**src/rtl/poly_from_roots_pkg.sv**
```systemverilog
// Shared constants and FSM encoding for poly_from_roots.
// POLY_SHARED_MUL_EN adds the multiplier-wait state used with an external GF(2^8) multiplier.
package poly_from_roots_pkg;

    localparam int unsigned P251_MOD   = 251;
    localparam int unsigned W_L1       = 79;
    localparam int unsigned W_L3       = 120;
    localparam int unsigned W_L5       = 150;
    localparam logic [8:0]  GF256_POLY = 9'h11B;

    typedef enum logic [3:0] {
        S_IDLE,
        S_R_RD,
        S_R_LAT,
        S_C_RD,
        S_C_MUL,
        S_C_WR,
        S_C_TOP,
        S_DONE
`ifdef POLY_SHARED_MUL_EN
        , S_C_MWAIT
`endif
    } state_t;

    // Multiply by X modulo the AES polynomial.
    function automatic logic [7:0] gf_xtime(input logic [7:0] a);
        return {a[6:0], 1'b0} ^ (a[7] ? GF256_POLY[7:0] : 8'h00);
    endfunction

endpackage

```
**src/rtl/poly_from_roots_byte_mul_sub.sv**
```systemverilog
// Combinational field multiply-subtract o_y = i_a - i_b*i_c over GF256 or integers mod 251.
module byte_mul_sub
    import poly_from_roots_pkg::*;
#(
    parameter string FIELD = "P251"
) (
    input  logic [7:0] i_a,
    input  logic [7:0] i_b,
    input  logic [7:0] i_c,
    output logic [7:0] o_y
);

    generate
        if (FIELD == "GF256") begin : g_gf256
            logic [7:0] w_prod;
            logic [7:0] w_sh;

            always_comb begin
                w_prod = '0;
                w_sh   = i_b;
                for (int unsigned i = 0; i < 8; i++) begin
                    if (i_c[i]) w_prod = w_prod ^ w_sh;
                    w_sh = gf_xtime(w_sh);
                end
            end

            assign o_y = i_a ^ w_prod;
        end else begin : g_p251
            logic [7:0] w_prod;

            assign w_prod = 8'((16'(i_b) * 16'(i_c)) % 16'(P251_MOD));
            // Both operands are already reduced, so one conditional add of the modulus suffices.
            assign o_y = (i_a >= w_prod) ? (i_a - w_prod)
                                         : 8'(9'(i_a) + 9'(P251_MOD) - 9'(w_prod));
        end
    endgenerate

endmodule

```
**src/rtl/poly_from_roots.sv**
```systemverilog
// Builds monic Q(X) = prod (X - r_k) in place in the Q memory from W roots.
// Define POLY_SHARED_MUL_EN to use an external shared GF(2^8) multiplier for the C_WR product.
module poly_from_roots
    import poly_from_roots_pkg::*;
#(
    parameter string       FIELD         = "P251",
    parameter string       PARAMETER_SET = "L5",
    parameter int unsigned W             = (PARAMETER_SET == "L1") ? W_L1 :
                                           (PARAMETER_SET == "L3") ? W_L3 : W_L5,
    parameter int unsigned AW            = $clog2(W)
) (
    input  logic          i_clk,
    input  logic          i_rst,
    input  logic          i_start,
    output logic [AW-1:0] o_root_addr,
    input  logic [7:0]    i_root,
    output logic [AW-1:0] o_q_addr,
    output logic          o_q_wr_en,
    output logic [7:0]    o_q_data,
    input  logic [7:0]    i_q,
`ifdef POLY_SHARED_MUL_EN
    output logic          o_start_mul_gf8,
    output logic [7:0]    o_in_1_mul_gf8,
    output logic [7:0]    o_in_2_mul_gf8,
    input  logic [7:0]    i_out_mul_gf8,
    input  logic          i_done_mul_gf8,
`endif
    output logic          o_busy,
    output logic          o_done
);

    localparam logic [AW-1:0] K_LAST = AW'(W - 1);

    state_t        r_state;
    state_t        w_next;
    logic [AW-1:0] r_k;
    logic [AW-1:0] r_j;
    logic [7:0]    r_r;
    logic [7:0]    r_prev;
    logic [7:0]    r_old;
    logic [7:0]    w_b;
    logic [7:0]    w_c;
    logic [7:0]    w_ms;

`ifdef POLY_SHARED_MUL_EN
    logic [7:0]    r_prod;

    // Product arrives pre-computed, so the local unit only subtracts (c = 1).
    assign w_b = (r_state == S_C_TOP) ? r_r : r_prod;
    assign w_c = 8'd1;
`else
    assign w_b = r_r;
    assign w_c = (r_state == S_C_TOP) ? 8'd1 : r_old;
`endif

    byte_mul_sub #(
        .FIELD (FIELD)
    ) u_mul_sub (
        .i_a (r_prev),
        .i_b (w_b),
        .i_c (w_c),
        .o_y (w_ms)
    );

    always_ff @(posedge i_clk) begin
        if (!i_rst) begin
            r_state <= S_IDLE;
            r_k     <= '0;
            r_j     <= '0;
            r_r     <= '0;
            r_prev  <= '0;
            r_old   <= '0;
`ifdef POLY_SHARED_MUL_EN
            r_prod  <= '0;
`endif
        end else begin
            r_state <= w_next;
            case (r_state)
                S_IDLE: if (i_start) r_k <= '0;
                S_R_LAT: begin
                    r_r    <= i_root;
                    r_prev <= '0;
                    r_j    <= '0;
                end
                S_C_MUL: r_old <= i_q;
`ifdef POLY_SHARED_MUL_EN
                S_C_MWAIT: if (i_done_mul_gf8) r_prod <= i_out_mul_gf8;
`endif
                S_C_WR: begin
                    r_prev <= r_old;
                    r_j    <= r_j + AW'(1);
                end
                S_C_TOP: if (r_k != K_LAST) r_k <= r_k + AW'(1);
                default: ;
            endcase
        end
    end

    always_comb begin
        w_next      = r_state;
        o_root_addr = r_k;
        o_q_addr    = r_j;
        o_q_wr_en   = 1'b0;
        o_q_data    = '0;
        o_busy      = (r_state != S_IDLE);
        o_done      = 1'b0;
`ifdef POLY_SHARED_MUL_EN
        o_start_mul_gf8 = 1'b0;
        o_in_1_mul_gf8  = '0;
        o_in_2_mul_gf8  = '0;
`endif
        case (r_state)
            S_IDLE:  if (i_start) w_next = S_R_RD;
            S_R_RD:  w_next = S_R_LAT;
            S_R_LAT: w_next = (r_k == '0) ? S_C_TOP : S_C_RD;
            S_C_RD:  w_next = S_C_MUL;
`ifdef POLY_SHARED_MUL_EN
            S_C_MUL: begin
                o_start_mul_gf8 = 1'b1;
                o_in_1_mul_gf8  = r_r;
                o_in_2_mul_gf8  = i_q;
                w_next          = S_C_MWAIT;
            end
            S_C_MWAIT: if (i_done_mul_gf8) w_next = S_C_WR;
`else
            S_C_MUL: w_next = S_C_WR;
`endif
            S_C_WR: begin
                o_q_wr_en = 1'b1;
                o_q_data  = w_ms;
                w_next    = (r_j == r_k - AW'(1)) ? S_C_TOP : S_C_RD;
            end
            S_C_TOP: begin
                o_q_wr_en = 1'b1;
                o_q_addr  = r_k;
                o_q_data  = w_ms;
                w_next    = (r_k == K_LAST) ? S_DONE : S_R_RD;
            end
            S_DONE: begin
                o_done = 1'b1;
                w_next = S_IDLE;
            end
            default: w_next = S_IDLE;
        endcase
    end

endmodule

```
**config.mk**
```make
export PLATFORM = sky130hd
export DESIGN_NAME = poly_from_roots
export DESIGN_NICKNAME = d
export VERILOG_FILES = /design/src/rtl/poly_from_roots_pkg.sv /design/src/rtl/poly_from_roots_byte_mul_sub.sv /design/src/rtl/poly_from_roots.sv
export SDC_FILE = /design/constraint.sdc
export NUM_CORES = 1
export LEC_CHECK = 0
export CORE_MARGIN = 8
export CORE_UTILIZATION = 55
export CTS_BUF_LIST = sky130_fd_sc_hd__clkbuf_4 sky130_fd_sc_hd__clkbuf_8
export CTS_CLUSTER_SIZE = 25
export DETAILED_ROUTE_END_ITERATION = 10
export PLACE_DENSITY = 0.78
export SLEW_MARGIN = 20
export SYNTH_ARGS = -nofsm -noshare
export SYNTH_HDL_FRONTEND = slang
export SYNTH_SLANG_ARGS = --single-unit
```
**constraint.sdc**
```tcl
create_clock -name i_clk -period 16.8 [get_ports i_clk]
set_input_delay 3.36 -clock i_clk [delete_from_list [all_inputs] [get_ports i_clk]]
set_output_delay 3.36 -clock i_clk [all_outputs]
set_load 0.01 [all_outputs]
```
* After elaboration in Yosys (flattened, before gate mapping)
Cells that the tools add are included.
Widths: inputs -> output; s select.
** Storage, ports and cells
- Output and inout port bits :: 27
- RAM bits :: 0
- ROM bits :: 0
- Latch bits :: 0
- Input port bits :: 19
- Memories :: 0
- Register bits :: 44
- Logic and storage cells :: 50
** Cells by class
- Add/sub/neg operators :: 6
- Divide/modulo/power cells :: 1
- Equality and inequality tests :: 12
- Shift-type cells :: 0
- Mux-type cells :: 16
- Multipliers :: 1
- Reductions and logical operators :: 7
- Order comparisons :: 1
- Bitwise operators :: 0
** Operators with widths (count)
- $mux 8 :: 6
- $pmux 8 s2 :: 3
- $pmux 4 s7 :: 1
- $add 8x1->8 const B :: 2
- $eq 4x3->1 const B :: 4
- $mod 16x8->16 const B :: 1
- $mul 8x8->16 :: 1
- $sub 8x8->8 :: 2
- $mux 3 :: 3
- $add 8x8->8 const B :: 1
- $eq 4x2->1 const B :: 2
- $eq 8x8->1 :: 1
- $eq 8x8->1 const B :: 1
- $ge 8x8->1 :: 1
- $logic_not 8->1 :: 1
- $ne 8x8->1 const B :: 1
- $sub 8x1->8 const B :: 1
- $eq 4x1->1 const B :: 1
- $logic_not 4->1 :: 1
- $mux 4 :: 1
- $reduce_bool 2->1 :: 2
- $reduce_bool 4->1 :: 1
- $reduce_and 3->1 :: 1
- $mux 1 :: 2
- other kinds (3) :: 3

* Logic depth before layout (Yosys ltp)
Gate-level depths: netlist of the first run.
- Depth after elaboration :: 7
- Mapped depth :: 64
- Mapped depth without buffers :: 59

* By module
From an unflattened synthesis of the first run, not the netlist that was laid out.
** Unflattened totals
- Cells, all modules :: 1149
- Area total of the unflattened synthesis :: 8861.0 um^2
** By module, submodules not included
- byte_mul_sub :: cells an instance 858, times used 1, area an instance 6562.5 um^2, sequential area each 0.0 um^2
- poly_from_roots :: cells an instance 291, times used 1, area an instance 2298.5 um^2, sequential area each 860.8 um^2

* Worst setup path after synthesis of the first run
No wires, ideal clock.
- Path type :: reg2out
- Start :: register r_state[0]
- End :: output port o_q_data[1]
- Buffers on the path :: 5
- Cell stages (with the launch flop) :: 61
- Slack :: -302 ps
- Required time :: 13440 ps
- Arrival :: 13742 ps
- Cell sequence :: dfxtp_1 clkbuf_1 nor2b_1 nand2_1 clkbuf_1 buf_1 nand3_1 fa_1 fa_1 inv_1 fa_1 inv_1 fa_1 inv_1 ha_1 a21oi_1 nand2_1 or3_1 [... 25 more ...] inv_1 a311oi_4 a31oi_4 xnor2_1 ha_1 inv_1 fa_1 a21oi_1 o21bai_1 a21oi_1 nor2_1 nor2_1 o21ai_0 a21o_1 a21oi_1 clkbuf_1 nor2_1 a211oi_1
** On the way
- Word-level cells in the longest chain between the ends :: 7
** RTL lines
- from (decl) :: RTL line poly_from_roots.sv:34 : state_t r_state;
- from (signal assigned) :: RTL line poly_from_roots.sv:77 : r_state <= w_next;
- $eq 4x3->1 :: RTL line poly_from_roots.sv:53, poly_from_roots.sv:112
- $mux 8 :: RTL line poly_from_roots.sv:53 : assign w_c = (r_state == S_C_TOP) ? 8'd1 : r_old;
- $mul 8x8->16 :: RTL line poly_from_roots_byte_mul_sub.sv:31 : assign w_prod = 8'((16'(i_b) * 16'(i_c)) % 16'(P251_MOD));
- $mod 16x8->16 :: RTL line poly_from_roots_byte_mul_sub.sv:31
- $sub 8x8->8, or another cell as far along :: RTL line poly_from_roots_byte_mul_sub.sv:34 : : 8'(9'(i_a) + 9'(P251_MOD) - 9'(w_prod));
- $mux 8 :: RTL line poly_from_roots_byte_mul_sub.sv:33 : assign o_y = (i_a >= w_prod) ? (i_a - w_prod)
- $mux 8 (*) :: RTL line poly_from_roots.sv:112 : case (r_state)
- to (decl) :: RTL line poly_from_roots.sv:19 : output logic [7:0] o_q_data,
Mark *: on every way between the ends. The rest lies on a longest branch, timed or not.

* Worst setup path in the final report of the first run
- Start :: register r_state[1]
- End :: output port o_q_data[7]
Same word-level chain as after synthesis.

==> results of run 1 <==
-- cell usage in the layout (no fill, tap or decap), drive strengths merged, types with 11 or more instances in the layout --
cell type	Yosys	layout
nand4	16	16
fa	39	39
clkbuf	37	12
a211oi	11	11
nor2b	22	22
o21ai	46	46
dfxtp	43	43
buf	11	130
ha	61	61
xnor2	44	44
a21oi	61	61
and2	22	22
inv	79	79
and3	52	52
nor2	79	79
a21boi	21	21
mux2i	14	14
nand3	50	50
xor2	21	21
a21o	12	12
nor3	23	23
a31oi	12	12
nand2	100	100
o31ai	13	13
a22oi	18	18
clkdlybuf4s50	0	37
-- registers in the layout, summed over array words and instances, names as in the netlist --
register and flops:
r_r 8, r_state 3, r_old 8, r_j 8, r_prev 8, o_root_addr 8
-- metrics by stage --
stage               instances  util (%)
floorplan                1061         -
global placement         1331      64.2
detailed placement       1331      64.2
CTS                      1354      66.7
global route             1378      70.6
finish                   1378      70.6
-- synthesized netlist by cell type, types with 34 or more instances --
master    instances
a21oi_1          60
and3_1           52
clkbuf_1         34
dfxtp_1          43
fa_1             39
ha_1             61
inv_1            79
nand2_1          98
nand3_1          48
nor2_1           77
o21ai_0          38
xnor2_1          42
-- layout make-up --
cell class / count / share of cell area (%)
multi-input cells: 891 / 71.4
repair buffers: 173 / 14.2
flip-flops and latches: 43 / 8.43
inverters: 79 / 2.90
well taps: 184 / 2.25
clock buffers: 6 / 0.747
clock inverters: 2 / 0.122
-- layer usage --
layer | vias up | track usage [%] | wire (um)
met5 | - | 0 | 0
met4 | 0 | 4.28 | 306
met3 | 39 | 2.01 | 1120
met2 | 300 | 37.1 | 10900
met1 | 4172 | 32.0 | 10500
li1 | 4125 | - | -
-- how the worst max path moves through the flow --
stage                     startpoint     endpoint  cells after the start
after floorplan           r_state[0]  o_q_data[1]                     61
after global placement    r_state[1]  o_q_data[2]                     59
after detailed placement  r_state[1]  o_q_data[2]                     58
after CTS                 r_state[1]  o_q_data[7]                     64
after global routing      r_state[1]  o_q_data[7]                     62
final                     r_state[1]  o_q_data[7]                     63
-- worst register-to-register path, cell delays in order, from the launching register on --
cell and delay [ps]:
dfxtp_2 340, nor2b_4 170, buf_4 160, nand4_1 90, nor3_1 460, o21ai_1 290
and4_1 320, nand3_1 100, xor2_1 160, nor2_1 50
-- cell families after synthesis --
kind of cell / count (synthesis) / synth area share, %
AO/OA/AOI/OAI: 291 / 27.5
XOR/XNOR: 65 / 7.18
adder cells (fa/ha/maj): 102 / 19.2
buffers and inverters: 127 / 6.14
flip-flops: 43 / 10.6
multiplexers: 24 / 3.20
AND/OR/NAND/NOR: 409 / 26.1
-- power by group --
| part | switching [uW] | internal [uW] |
|---|---|---|
| registers | 14.1 | 109 |
| clock network | 36.4 | 30.7 |
| logic | 146 | 118 |
| total | 197 | 258 |
-- timing repair --
item | CTS | global route
endpoints found under the setup margin | 8 | 8
gates resized for setup | 45 | 101
setup buffers | 14 | 21
cloned | 1 | 3
pin swaps | 18 | 62
==> run metrics, run 1 <==
reg-to-reg startpoint r_state[1]; hold slack 513 ps; Synth Area per Inst 7.67 um^2; total power 455 uW; crit path DAT 13,200 ps; Final Cycle Share 98.6%; die outline width 138 um; Starting Density 56.2%; core area 14,500 um^2; critical path launch point type register; Syn Std Cell Area 8130 um^2; status complete, no violations; ratio of cells with drive above 1 in the final layout 23.5%; Final Cell Area 10,200 um^2; vias 8,636; WL final 22.8 mm; Fillers 1,119; DRT iter0 DRCs 735; via-per-instance ratio 6.27; Final WS setup 237 ps; Total Routing Usage GR 22.7%; setup TNS 0 ps; Post-Syn Nets 1,180; Num CTS Buffers 5; post-synthesis sequential area ratio 10.6%; VDD IR max 0.0755 mV; R2R Path End o_root_addr[7]; placed cell areas 9300 um^2; post-detail-place hpwl 16.5 mm; worst path bufs/invs 10; crit path time final 16,560 ps; gpl congestion 0.896; Avg WL per Cell 16.6 um; vias in the first global route 7,874; FP Rows 44; Pre-antenna DRT Iters 5; CP max stage cell fa_1; worst hold stages 2; largest cells by area after synthesis dfxtp_1 (11%), fa_1 (9.6%), ha_1 (9.4%), nand2_1 (4.5%), xnor2_1 (4.5%); Max clock buf depth 2; crit-path max cell delay 550 ps; worst slack at placement -242 ps; top cell type's share of synthesized area 10.6%; critical path type register to primary output; WP data required 13,440 ps; area leader, netlist dfxtp_1; Fmax 60.4 MHz; I/O pin cnt 46; Worst Tran Pin Value 1050 ps; FF-to-FF path depth 9; area of the multi-input gates 7290 um^2; LEAKAGE 0.00449 uW; register area 862 um^2; Cells after Synth 1,061; PwrDens 44.5 nW/um^2; RSZ-0062 raised after global routing true; die extent in y 138 um; Crit. End Element primary output; Clock Sinks 43; CTS tree built; Crit path max-delay family compound AO/OA/AOI/OAI gates; initial antenna violation count 0; Yosys reg bits 43; Max Cap Viol 0; Max FO, Critical Path 11; global-route wire length before repair 36.7 mm; pin count of the biggest net entering global routing 42; DIE AREA 18,900 um^2; Worst slew margin 29.5%; worst hold endpoint r_old[0]; hold_sp r_old[0]; number of synthesis warnings 0; final layout net count 1,312; Final Hold Fails 0; antenna diode count 0; Port-buffer cells 45; grt total ovfl 0; H-Tree Depth 2; r2r setup slk 14,550 ps; Hold Path Class register to register; Async SR Flop Fraction 0%; fin. max-slew vios 0; remaining antenna violation count 0; Synth Flop Type dfxtp_1; Final Skew 7.60 ps; CTS hold repair buffers 0; Area Growth Syn to Fin 25.7%; final setup vio count 0; Post-synth EDFFs 0; clk root buf clkbuf_8; Reg clk slew, reported paths 80 ps; Skew-Pair Late Insertion Delay 300 ps; count of cell types in the netlist 106; Residual DRC 0
(Power assumes the default switching activity.)
==> inputs of run 2 (changes only) <==
--- a/config.mk
+++ b/config.mk
@@ -5,12 +5,11 @@
 export SDC_FILE = /design/constraint.sdc
 export NUM_CORES = 1
 export LEC_CHECK = 0
-export CORE_MARGIN = 8
-export CORE_UTILIZATION = 55
+export CORE_UTILIZATION = 45
 export CTS_BUF_LIST = sky130_fd_sc_hd__clkbuf_4 sky130_fd_sc_hd__clkbuf_8
 export CTS_CLUSTER_SIZE = 25
 export DETAILED_ROUTE_END_ITERATION = 10
-export PLACE_DENSITY = 0.78
+export PLACE_DENSITY = 0.66
 export SLEW_MARGIN = 20
 export SYNTH_ARGS = -nofsm -noshare
 export SYNTH_HDL_FRONTEND = slang
==> run metrics, run 2 (synthesis gave the netlist of run 1 again) <==
status complete, no violations (unchanged); CP Launch Point r_state[1] (unchanged); Clock power frac 18.0% (was 14.7%); final layout net count 1,318 (was 1,312); Port-buffer cells 45 (unchanged); die extent in y 136 um (was 138 um); Starting Density 46.5% (was 56.2%); via-per-instance ratio 5.84 (was 6.27); antenna diode count 0 (unchanged); final setup vio count 0 (unchanged); hold slack 530 ps (was 513 ps); Num CTS Buffers 5 (unchanged); Reg clk slew, reported paths 90 ps (was 80 ps); r2r setup slk 14,550 ps (about the same); crit path DAT 13,150 ps (was 13,200 ps); Comb pwr share 55.7% (was 58.1%); Fillers 1,551 (was 1,119); crit-path max cell delay 550 ps (about the same); pin count of the biggest net entering global routing 38 (was 42); FF-to-FF path depth 8 (was 9); DIE AREA 18,600 um^2 (was 18,900 um^2); remaining antenna violation count 0 (unchanged); Avg WL per Cell 15.2 um (was 16.6 um); Pre-antenna DRT Iters 5 (unchanged); core area 17,500 um^2 (was 14,500 um^2); Sw Share 41.0% (was 43.2%); reg-to-reg startpoint o_root_addr[5] (was r_state[1]); commonest non-fill, non-tap cells in the layout buf_4 (125), nand2_1 (93), inv_1 (78) (was buf_4 (117), nand2_1 (96), inv_1 (77)); Switch Pwr 190 uW (was 197 uW); critical path launch point type register (unchanged); Max Cap Viol 0 (unchanged); DRT iter0 DRCs 549 (was 735); Crit. End Element primary output (unchanged); Residual DRC 0 (unchanged); WL final 21.7 mm (was 22.8 mm); Fmax 60.6 MHz (was 60.4 MHz); crit path to o_q_data[1] (was o_q_data[7]); Max FO, Critical Path 18 (was 11); R2R Path End o_root_addr[7] (unchanged); Final Skew 12.4 ps (was 7.60 ps); register area 862 um^2 (unchanged); initial antenna violation count 0 (unchanged); CP max stage cell fa_1 (unchanged); critical path type register to primary output (unchanged); Clock Sinks 43 (unchanged); worst slack at placement -277 ps (was -242 ps); I/O pin cnt 46 (unchanged); area of the multi-input gates 7400 um^2 (was 7290 um^2); total power 463 uW (was 455 uW); WP data required 13,440 ps (about the same); Total Routing Usage GR 22.2% (was 22.7%); VDD IR max 0.0498 mV (was 0.0755 mV); cell mode on critical path buf_4; hold_sp r_old[0] (unchanged); Skew-Pair Late Insertion Delay 300 ps (about the same); ratio of cells with drive above 1 in the final layout 24.2% (was 23.5%); Final WS setup 291 ps (was 237 ps); fin. max-slew vios 0 (unchanged); Max clock buf depth 2 (unchanged); P_int 273 uW (was 258 uW); Hold Path Class register to register (unchanged); crit path time final 16,510 ps (was 16,560 ps); post-detail-place hpwl 16.0 mm (was 16.5 mm); CTS tree built (unchanged); Final Cycle Share 98.3% (was 98.6%); H-Tree Depth 2 (unchanged); clk root buf clkbuf_8 (unchanged); vias 8,322 (was 8,636); PwrDens 44.3 nW/um^2 (was 44.5 nW/um^2); Worst slew margin 43.0% (was 29.5%); LEAKAGE 0.00458 uW (was 0.00449 uW); commonest non-fill, non-tap cell in the layout buf_4 (unchanged); Final Hold Fails 0 (unchanged); grt total ovfl 0 (unchanged); Area Growth Syn to Fin 28.4% (was 25.7%); gpl congestion 0.899 (was 0.896); global-route wire length before repair 34.6 mm (was 36.7 mm); vias in the first global route 7,403 (was 7,874); die outline width 136 um (was 138 um); Flop pwr share 26.4% (was 27.1%); RSZ-0062 raised after global routing true (unchanged); Worst Tran Pin Value 856 ps (was 1050 ps); FP Rows 48 (was 44)
run 2: cell type report:
| type | count | share of cell area [%] |
|---|---|---|
| Inverter | 79 | 2.84 |
| Timing Repair Buffer | 179 | 14.2 |
| Sequential cell | 43 | 8.25 |
| Tap cell | 225 | 2.70 |
| Multi-Input combinational cell | 891 | 70.9 |
| Clock buffer | 5 | 0.659 |
| Clock inverter | 3 | 0.455 |
run 2: stage by stage:
stage	std cells	instance area, um^2	utilization (%)	setup TNS, ps
CTS	1391	9800	56.1	-136
floorplan	1061	8140	-	0
global placement	1371	9340	53.4	0
detailed placement	1371	9340	53.4	-1090
finish	1425	10400	59.8	0
global route	1425	10400	59.8	-3350
run 2: metal layers:
layer | GRT usage, % | routed length [um]
met1 | 32.9 | 10800
met2 | 35.3 | 10100
met3 | 1.90 | 690
met4 | 2.84 | 135
met5 | 0 | 0
run 2: critical path: cells and delay by family (launching register included):
kind / cells / cell delay (ps)
xor+xnor: 3 / 590
buf+inv: 14 / 2000
fa+ha+maj: 9 / 3180
mux: 3 / 700
simple gates: 15 / 2000
compound gates: 21 / 4020
flops: 1 / 340
run 2: how the worst min path moves through the flow:
| stage | to | slack, ps | cells past startpoint |
|---|---|---|---|
| floorplan | r_old[0] | 450 | 2 |
| global placement | r_old[0] | 490 | 2 |
| detailed placement | r_old[0] | 500 | 2 |
| CTS | r_old[0] | 520 | 2 |
| global route | r_old[0] | 580 | 2 |
| finish | r_old[0] | 530 | 2 |
run 2: timing repair:
action | in CTS | in global routing
endpoints found under the hold margin | 0 | 0
resized for setup | 56 | 95
pin swaps | 28 | 55
endpoints found under the setup margin | 8 | 8
cloned | 0 | 2
hold buffers | 0 | 0
setup buffers | 12 | 33
run 2: power by group through the flow:
stage | registers (uW) | clock network, uW | logic [uW]
2_1_floorplan | 117 | 0 | 163
3_3_place_gp | 123 | 0 | 222
3_5_place_dp | 123 | 0 | 223
4_1_cts | 121 | 84.4 | 235
5_1_grt | 124 | 88.6 | 284
6_report | 122 | 83.1 | 258
